--- config.mk ---
export PLATFORM = sky130hd
export DESIGN_NAME = times_table_loader_flat
export DESIGN_NICKNAME = d
export VERILOG_FILES = /design/src/rtl/times_table_loader_pkg.sv /design/src/rtl/times_table_loader_if.sv /design/src/rtl/times_table_loader_seq_mult.sv /design/src/rtl/times_table_loader.sv /design/src/flat_wrapper.sv
export SDC_FILE = /design/constraint.sdc
export NUM_CORES = 1
export LEC_CHECK = 0
export BUFFER_PORTS_ARGS = -buffer_cell sky130_fd_sc_hd__buf_2
export CAP_MARGIN = 20
export CORE_MARGIN = 3
export CORE_UTILIZATION = 56
export CTS_CLUSTER_SIZE = 10
export DETAILED_ROUTE_END_ITERATION = 7
export HOLD_SLACK_MARGIN = 0.15
export PLACE_DENSITY = 0.9
export REMOVE_ABC_BUFFERS = 1
export SLEW_MARGIN = 5
export SYNTH_ARGS = -nofsm -noshare
export SYNTH_HDL_FRONTEND = slang
export SYNTH_SLANG_ARGS = --single-unit
--- constraint.sdc ---
create_clock -name clk -period 3.36 [get_ports clk]
set_input_delay 0.336 -clock clk [delete_from_list [all_inputs] [get_ports clk]]
set_output_delay 0.336 -clock clk [all_outputs]
set_load 0.01 [all_outputs]
--- src/rtl/times_table_loader_pkg.sv ---
// Shared constants and state types for the times-table loader.
// Default geometry: 3-bit operands, 64-entry x 6-bit table.
package times_table_pkg;

    localparam int OP_W   = 3;
    localparam int ADDR_W = 2 * OP_W;
    localparam int DATA_W = 2 * OP_W;

    localparam logic [ADDR_W-1:0] LAST_ADDR = 6'd63;

    typedef enum logic [2:0] {
        S_IDLE,
        S_MUL,
        S_WR,
        S_RDREQ,
        S_CMP,
        S_DONE
    } state_t;

    typedef enum logic {
        PH_WRITE,
        PH_VERIFY
    } phase_t;

endpackage

--- src/rtl/times_table_loader_if.sv ---
// BRAM port-A bus between the loader (master) and the memory (slave).
// mem_dout is the registered read data returned by the memory.
interface times_table_loader_if
    import times_table_pkg::*;
#(
    parameter int AW = ADDR_W,
    parameter int DW = DATA_W
);

    logic          mem_en;
    logic          mem_we;
    logic [AW-1:0] mem_addr;
    logic [DW-1:0] mem_din;
    logic [DW-1:0] mem_dout;

    modport master (
        output mem_en,
        output mem_we,
        output mem_addr,
        output mem_din,
        input  mem_dout
    );

    modport slave (
        input  mem_en,
        input  mem_we,
        input  mem_addr,
        input  mem_din,
        output mem_dout
    );

endinterface

--- src/rtl/times_table_loader_seq_mult.sv ---
// Iterative shift-add multiplier: one partial product per step.
// clear zeroes the accumulator and bit index; a/b must be stable while stepping.
module seq_mult
    import times_table_pkg::*;
#(
    parameter int OP_W = times_table_pkg::OP_W
) (
    input  logic              clk,
    input  logic              rst,
    input  logic              clear,
    input  logic              step,
    input  logic [OP_W-1:0]   a,
    input  logic [OP_W-1:0]   b,
    output logic [2*OP_W-1:0] product
);

    logic [OP_W-1:0]   k;
    logic [OP_W-1:0]   b_sh;
    logic [2*OP_W-1:0] a_ext;
    logic [2*OP_W-1:0] term;

    assign a_ext = {{OP_W{1'b0}}, a};
    assign b_sh  = b >> k;
    assign term  = b_sh[0] ? (a_ext << k) : '0;

    // Accumulate the partial product selected by bit k of b.
    always_ff @(posedge clk or posedge rst) begin
        if (rst) begin
            product <= '0;
            k       <= '0;
        end else if (clear) begin
            product <= '0;
            k       <= '0;
        end else if (step) begin
            product <= product + term;
            k       <= k + 1'b1;
        end
    end

endmodule

--- src/rtl/times_table_loader.sv ---
// Fills the 64-entry times table through BRAM port A, then reads it
// back and records the first mismatching address.
module times_table_loader #(
    parameter int OP_W = times_table_pkg::OP_W
) (
    input  logic                 clk,
    input  logic                 rst,
    input  logic                 start,
    output logic                 busy,
    output logic                 done,
    output logic                 error,
    output logic [2*OP_W-1:0]    err_addr,
    times_table_loader_if.master mem
);

    import times_table_pkg::*;

    localparam int AW = 2 * OP_W;
    localparam logic [AW-1:0] LAST = {AW{1'b1}};

    state_t          state;
    phase_t          phase;
    logic [AW-1:0]   addr;
    logic [OP_W-1:0] kcnt;
    logic [AW-1:0]   product;
    logic            clear;
    logic            step;
    logic            k_last;
    logic            a_last;

    assign k_last = (int'(kcnt) == OP_W - 1);
    assign a_last = (addr == LAST);
    assign step   = (state == S_MUL);
    assign clear  = (state == S_IDLE && start)
                  || (state == S_WR)
                  || (state == S_CMP && !a_last);

    seq_mult #(
        .OP_W    (OP_W)
    ) u_mult (
        .clk     (clk),
        .rst     (rst),
        .clear   (clear),
        .step    (step),
        .a       (addr[AW-1:OP_W]),
        .b       (addr[OP_W-1:0]),
        .product (product)
    );

    // Sequencer: multiply, then write (WRITE phase) or read and compare.
    always_ff @(posedge clk or posedge rst) begin
        if (rst) begin
            state    <= S_IDLE;
            phase    <= PH_WRITE;
            addr     <= '0;
            kcnt     <= '0;
            error    <= 1'b0;
            err_addr <= '0;
        end else begin
            unique case (state)
                S_IDLE: begin
                    if (start) begin
                        state    <= S_MUL;
                        phase    <= PH_WRITE;
                        addr     <= '0;
                        kcnt     <= '0;
                        error    <= 1'b0;
                        err_addr <= '0;
                    end
                end
                S_MUL: begin
                    if (k_last) begin
                        kcnt  <= '0;
                        state <= (phase == PH_WRITE) ? S_WR : S_RDREQ;
                    end else begin
                        kcnt <= kcnt + 1'b1;
                    end
                end
                S_WR: begin
                    state <= S_MUL;
                    if (a_last) begin
                        addr  <= '0;
                        phase <= PH_VERIFY;
                    end else begin
                        addr <= addr + 1'b1;
                    end
                end
                S_RDREQ: begin
                    state <= S_CMP;
                end
                S_CMP: begin
                    if (mem.mem_dout != product && !error) begin
                        error    <= 1'b1;
                        err_addr <= addr;
                    end
                    if (a_last) begin
                        state <= S_DONE;
                    end else begin
                        addr  <= addr + 1'b1;
                        state <= S_MUL;
                    end
                end
                S_DONE: begin
                    state <= S_IDLE;
                end
                default: begin
                    state <= S_IDLE;
                end
            endcase
        end
    end

    // Moore outputs decoded from the state register.
    assign busy         = (state != S_IDLE) && (state != S_DONE);
    assign done         = (state == S_DONE);
    assign mem.mem_en   = (state == S_WR) || (state == S_RDREQ);
    assign mem.mem_we   = (state == S_WR);
    assign mem.mem_addr = addr;
    assign mem.mem_din  = product;

endmodule

--- src/flat_wrapper.sv ---
// flat-port wrapper written by rule: the top's interface ports become plain ports
module times_table_loader_flat import times_table_pkg::*;
#(
    parameter int OP_W = times_table_pkg::OP_W
)
  (clk, rst, start, busy, done, error, err_addr, mem_mem_en, mem_mem_we, mem_mem_addr, mem_mem_din, mem_mem_dout);
  times_table_loader_if mem_i ();
  input  logic clk;
  input  logic rst;
  input  logic start;
  output logic busy;
  output logic done;
  output logic error;
  output logic [2*OP_W-1:0] err_addr;
  output wire logic [$bits(mem_i.mem_en)-1:0] mem_mem_en;
  output wire logic [$bits(mem_i.mem_we)-1:0] mem_mem_we;
  output wire logic [$bits(mem_i.mem_addr)-1:0] mem_mem_addr;
  output wire logic [$bits(mem_i.mem_din)-1:0] mem_mem_din;
  input wire logic [$bits(mem_i.mem_dout)-1:0] mem_mem_dout;
  assign mem_mem_en = mem_i.mem_en;
  assign mem_mem_we = mem_i.mem_we;
  assign mem_mem_addr = mem_i.mem_addr;
  assign mem_mem_din = mem_i.mem_din;
  assign mem_i.mem_dout = mem_mem_dout;
  times_table_loader #(.OP_W(OP_W)) u_core (.clk(clk), .rst(rst), .start(start), .busy(busy), .done(done), .error(error), .err_addr(err_addr), .mem(mem_i));
endmodule
* Yosys cells after proc, flatten, opt, wreduce, memory -nomap -nowiden
Cells that the tools add are included.
** Storage, ports and cells
- Flip-flop bits (word level) :: 29
- Input bits :: 9
- Output and inout bits :: 23
- Word-level logic and storage cells :: 73
** Cells by class
- Add/subtract/negate cells :: 4
- Equality and inequality tests :: 14
- Shift operators :: 2
- Muxes and demuxes :: 24
- Reductions and logical operators :: 21
** Operators with widths (number)
- two-way mux 6 bit :: 7
- two-way mux 3 bit :: 7
- one-hot mux 6 bit (3 select lines) :: 1
- one-hot mux 3 bit (5 select lines) :: 1
- one-hot mux 6 bit (2 select lines) :: 1
- == test 3 bit, second input constant :: 3
- AND reduction 3 bit :: 3
- != test 2 bit, second input constant :: 4
- nonzero test 2 bit :: 4
- adder 3 x 1 -> 3 bit, second input constant :: 2
- adder 6 x 1 -> 6 bit, second input constant :: 1
- adder 6 bit :: 1
- == test 3 x 2 -> 1 bit, second input constant :: 2
- == test 6 bit, second input constant :: 1
- != test 6 bit :: 1
- one-hot mux 3 bit (2 select lines) :: 1
- nonzero test 3 bit :: 2
- << shifter 3 x 3 -> 6 bit :: 1
- logical AND 1 bit :: 4
- two-way mux 1 bit :: 4
- one-hot mux 1 bit (2 select lines) :: 2
- AND reduction 2 bit :: 2
- == test 3 x 1 -> 1 bit, second input constant :: 1
- logical NOT 3 bit :: 1
- 5 further kinds :: 8

* Logic depth before layout (Yosys ltp)
- Depth after elaboration :: 5
- Gate-level depth with buffers :: 11
- Gate-level depth less buffers :: 10

* Hierarchy
From an unflattened synthesis, not the netlist that was laid out.
** Unflattened totals
- Cell total of the unflattened synthesis :: 185
- Area total of the unflattened synthesis :: 1885.6 um^2
** By module, submodules not included
- times_table_loader :: times used 1, cells each 109, area an instance 1158.6 um^2, sequential area each 500.5 um^2
- seq_mult :: times used 1, cells each 76, area an instance 726.9 um^2, sequential area each 225.2 um^2

* Worst setup path after synthesis
OpenSTA, ideal clock, no wires.
- Kind :: reg2reg
- From :: reg u_core.u_mult.k[0]
- To :: reg u_core.u_mult.product[5]
- Library setup time :: 0.064 ns
- Data arrival time :: 2.369 ns
- Required time :: 3.296 ns
- Slack :: 0.927 ns
- Stages on the path, launching flop included :: 11
- Buffers on the path :: 1
- Clock period less this slack :: 2.433 ns
- Cell sequence :: dfrtp_1 -> buf_2 -> nor2b_1 -> o2bb2ai_1 -> nand2b_1 -> nor3_1 -> ha_1 -> a21o_1 -> a2111oi_0 -> mux2_1 -> a21o_1
** On the way
- Longest elaborated chain between the ends :: 5
- Elaborated cells on any way between the ends :: 6
- Those cells by class :: add/sub (1); shift (2); mux (3)
** Ends and longest elaborated chain
- start: declaration :: line times_table_loader_seq_mult.sv:17 : logic [OP_W-1:0] k;
- start signal: assignment :: line times_table_loader_seq_mult.sv:36 : k <= k + 1'b1;
- << shifter 3 x 3 -> 6 bit / right shift 3 x 3 -> 1 bit (equally long branches) :: line times_table_loader_seq_mult.sv:24, times_table_loader_seq_mult.sv:23
- two-way mux 6 bit (*) :: line times_table_loader_seq_mult.sv:24 : assign term = b_sh[0] ? (a_ext << k) : '0;
- adder 6 bit (*) :: line times_table_loader_seq_mult.sv:35 : product <= product + term;
- two-way mux 6 bit (*) :: line times_table_loader_seq_mult.sv:34 : end else if (step) begin
- two-way mux 6 bit (*) :: line times_table_loader_seq_mult.sv:31 : end else if (clear) begin
- end signal: assignment :: line times_table_loader_seq_mult.sv:35
- end: declaration :: line times_table_loader_seq_mult.sv:14 : output logic [2*OP_W-1:0] product
Every way passes the cells marked *; elsewhere a longest branch is shown, timed or not. The select of a mux whose other input is x is not followed.
A chain may end at the register's enable or synchronous reset.

* Worst setup path in the final report
Ends and elaborated chain as after synthesis.

==> results.json <==
{
  "period_minus_slack_ns": 2.715,
  "worstPathMaxFanout": 11,
  "max_slew_margin": 0.3822,
  "cp-startpoint": "u_core.u_mult.k[0]",
  "drt-vias-per-instance": 5.792,
  "worstPathRequired_ns": 3.63,
  "synth_top_area_share": 0.3948,
  "tns_ns": 0,
  "path_class": "reg2reg",
  "cts_root_buffer": "clkbuf_4",
  "power.density_nw_per_um2": 662.8,
  "io_pins": 32,
  "coreArea_um2": 3103,
  "ys_warn_count": 0,
  "path_clk_slew_ns": 0.09,
  "hold_viol": 0,
  "drv_cap": 0,
  "hold_slack_ns": 0.3216,
  "drt-wirelength-per-cell_um": 15.09,
  "drc": 0,
  "slew_viol_final": 0,
  "reg2reg_from": "u_core.u_mult.k[0]",
  "place.gp.congestion": 0.7982,
  "port_buffers": 31,
  "fin_nets": 232,
  "drt_iter0_drc": 60,
  "wirelength_um": 3924,
  "post-synth-top-area-cell": "dfrtp_1",
  "synth_ff_type": "dfrtp_1",
  "startpoint_type": "register",
  "rows": 20,
  "rsz0062_at_grt": "false",
  "clk-insertion-delay-late_ns": 0.33,
  "worst_slew_pin_slew_ns": 0.9226,
  "syn_avg_cell_area_um2": 9.935,
  "crit_top_cell": "a21o_1",
  "die_area_um2": 4006,
  "crit_arrival_ns": 2.99,
  "num_vias": 1506,
  "status": "finished, final reports clean",
  "grtUsageTotal": 0.2149,
  "ys_seq_area_frac": 0.3948,
  "cts_buffers": 5,
  "crit_slowest_cell": "dfrtp_1",
  "place_area_um2": 2017,
  "die-width_um": 63.29,
  "ctsResizeCount": 0,
  "cts.path.max_buffers": 2,
  "stdcell_area_um2": 2078,
  "die_y_um": 63.29,
  "total_power_mw": 1.377,
  "area_delta_synth_final_pct": 13.07,
  "antenna_found_initial": 0,
  "skew_ns": 0.004064,
  "drt.antenna.violating_nets": 0,
  "num_antenna_cells": 0,
  "dr.pass1.iters": 5,
  "endpoint_kind": "register",
  "worstHoldStart": "start",
  "h-tree-depth": 2,
  "cpPeakStageDelay_ns": 0.52,
  "hp-class": "in2reg",
  "initial_core_util": 0.5923,
  "leakagePower_nw": 1.041,
  "finalCritPeriodShare": 0.8081,
  "grt_start_max_net_pins": 18,
  "ir_worst_vdd_mv": 0.3317,
  "dp_hpwl_um": 2872,
  "crit_path_cell_trace": "nor2b_1 > o2bb2ai_1 > nand2b_1 > nor3_1 > ha_1 > a21o_1 > a2111oi_0 > mux2_1 > a21o_1",
  "grt_pass1_wl_um": 6775,
  "regToRegSetupSlack_ns": 0.64,
  "ys_ff_latch": 29,
  "cts_tree": "yes",
  "synth_edf_count": 0,
  "fill_cells": 281,
  "synthCells": 185,
  "clkSinkCount": 29,
  "grt_remaining_overflow": 0,
  "drive_gt1_frac": 0.2500,
  "clock.fmax_ghz": 0.3683,
  "finalSetupViolations": 0,
  "synth_area_um2": 1838,
  "synthArstFlopShare": 1.000,
  "synth_area_leaders": "dfrtp_1 (39%), ha_1 (4.8%), mux2_2 (4.3%), nand2_1 (3.1%), mux2i_1 (2.7%)",
  "synth.distinct_cells": 55,
  "grt_pass1_vias": 1444
}
cell families after synthesis:
| family | count (synthesis) | synth area share |
|---|---|---|
| simple gates | 68 | 0.2199 |
| compound gates | 40 | 0.1566 |
| flops | 29 | 0.3948 |
| buf+inv | 17 | 0.04629 |
| mux | 13 | 0.07625 |
| xor+xnor | 10 | 0.04765 |
| fa+ha+maj | 8 | 0.05854 |
power breakdown:
group,leakage [nW],switching [mW],internal (mW)
Sequential,0.391,0.165,0.439
Clock,0.0320,0.126,0.0795
Combinational,0.618,0.324,0.244
flip-flops by register name, indices dropped and copies added (netlist names):
name,count
u_core.u_mult.k,3
u_core.mem.mem_addr,6
u_core.state,3
u_core.error,1
u_core.phase,1
u_core.kcnt,3
u_core.u_mult.product,6
u_core.err_addr,6
cell type report:
class | count | area (um2) | area share
Multi-Input combinational cell | 139 | 1027 | 0.4943
Sequential cell | 29 | 725.7 | 0.3492
Timing Repair Buffer | 33 | 192.7 | 0.09272
Tap cell | 44 | 55.05 | 0.02649
Clock buffer | 6 | 41.29 | 0.01987
Inverter | 7 | 26.28 | 0.01264
Clock inverter | 2 | 10.01 | 0.004816
worst max-delay path: cells and delay by family, from the launching register on:
| family | cells | cell delay [ns] |
|---|---|---|
| adder cells (fa/ha/maj) | 1 | 0.30 |
| AND/OR/NAND/NOR | 3 | 0.73 |
| flip-flops | 1 | 0.52 |
| multiplexers | 1 | 0.21 |
| AO/OA/AOI/OAI | 4 | 0.89 |
Yosys cell counts, drive strengths merged (5+ instances only):
library cell	number
a21oi	9
buf	8
dfrtp	29
ha	7
inv	7
mux2	8
mux2i	5
nand2	15
nand3	9
nor2	9
nor2b	8
o21ai	11
xnor2	5
xor2	5
routing by layer:
| layer | GRT usage | wire (um) |
|---|---|---|
| met5 | 0 | 0 |
| met4 | 0.06199 | 55 |
| met3 | 0.05526 | 268 |
| met2 | 0.3584 | 1891 |
| met1 | 0.2755 | 1708 |
path summary, 6_finish.rpt:
kind,end,cells after the start
setup reg to reg,u_core.u_mult.product[5],9
min in group asynchronous,u_core.u_mult.k[0],3
hold / removal,u_core.state[0],3
hold reg to reg,u_core.phase,2
max in group asynchronous,u_core.u_mult.k[1],4
setup / recovery,u_core.u_mult.product[5],9
per-stage QoR:
step / util / std cells / worst slack (ns)
final: 0.6698 / 260 / 0.6448
after global routing: 0.6698 / 260 / 0.4016
after CTS: 0.6698 / 260 / 0.6612
after detailed placement: 0.6500 / 251 / 0.6876
after global placement: 0.6411 / 250 / 0.8264
after floorplan: - / 175 / 0.9562
cell usage in the layout (no fill, tap or decap), types with 7 or more instances in the layout:
| cell type | synthesis | final |
|---|---|---|
| mux2_2 | 7 | 7 |
| dfrtp_1 | 29 | 29 |
| inv_1 | 7 | 7 |
| nand2_1 | 15 | 15 |
| buf_2 | 5 | 31 |
| nor2b_1 | 8 | 8 |
| ha_1 | 7 | 7 |
| nor2_1 | 8 | 8 |
| nand3_1 | 9 | 9 |
| o21ai_0 | 10 | 10 |
| a21oi_1 | 8 | 8 |
timing repair:
item / 4_1_cts / 5_1_grt
setup buffers: 0 / 0
hold buffers: 1 / 0
endpoints found under the hold margin: 12 / 0
(Power assumes the default switching activity.)
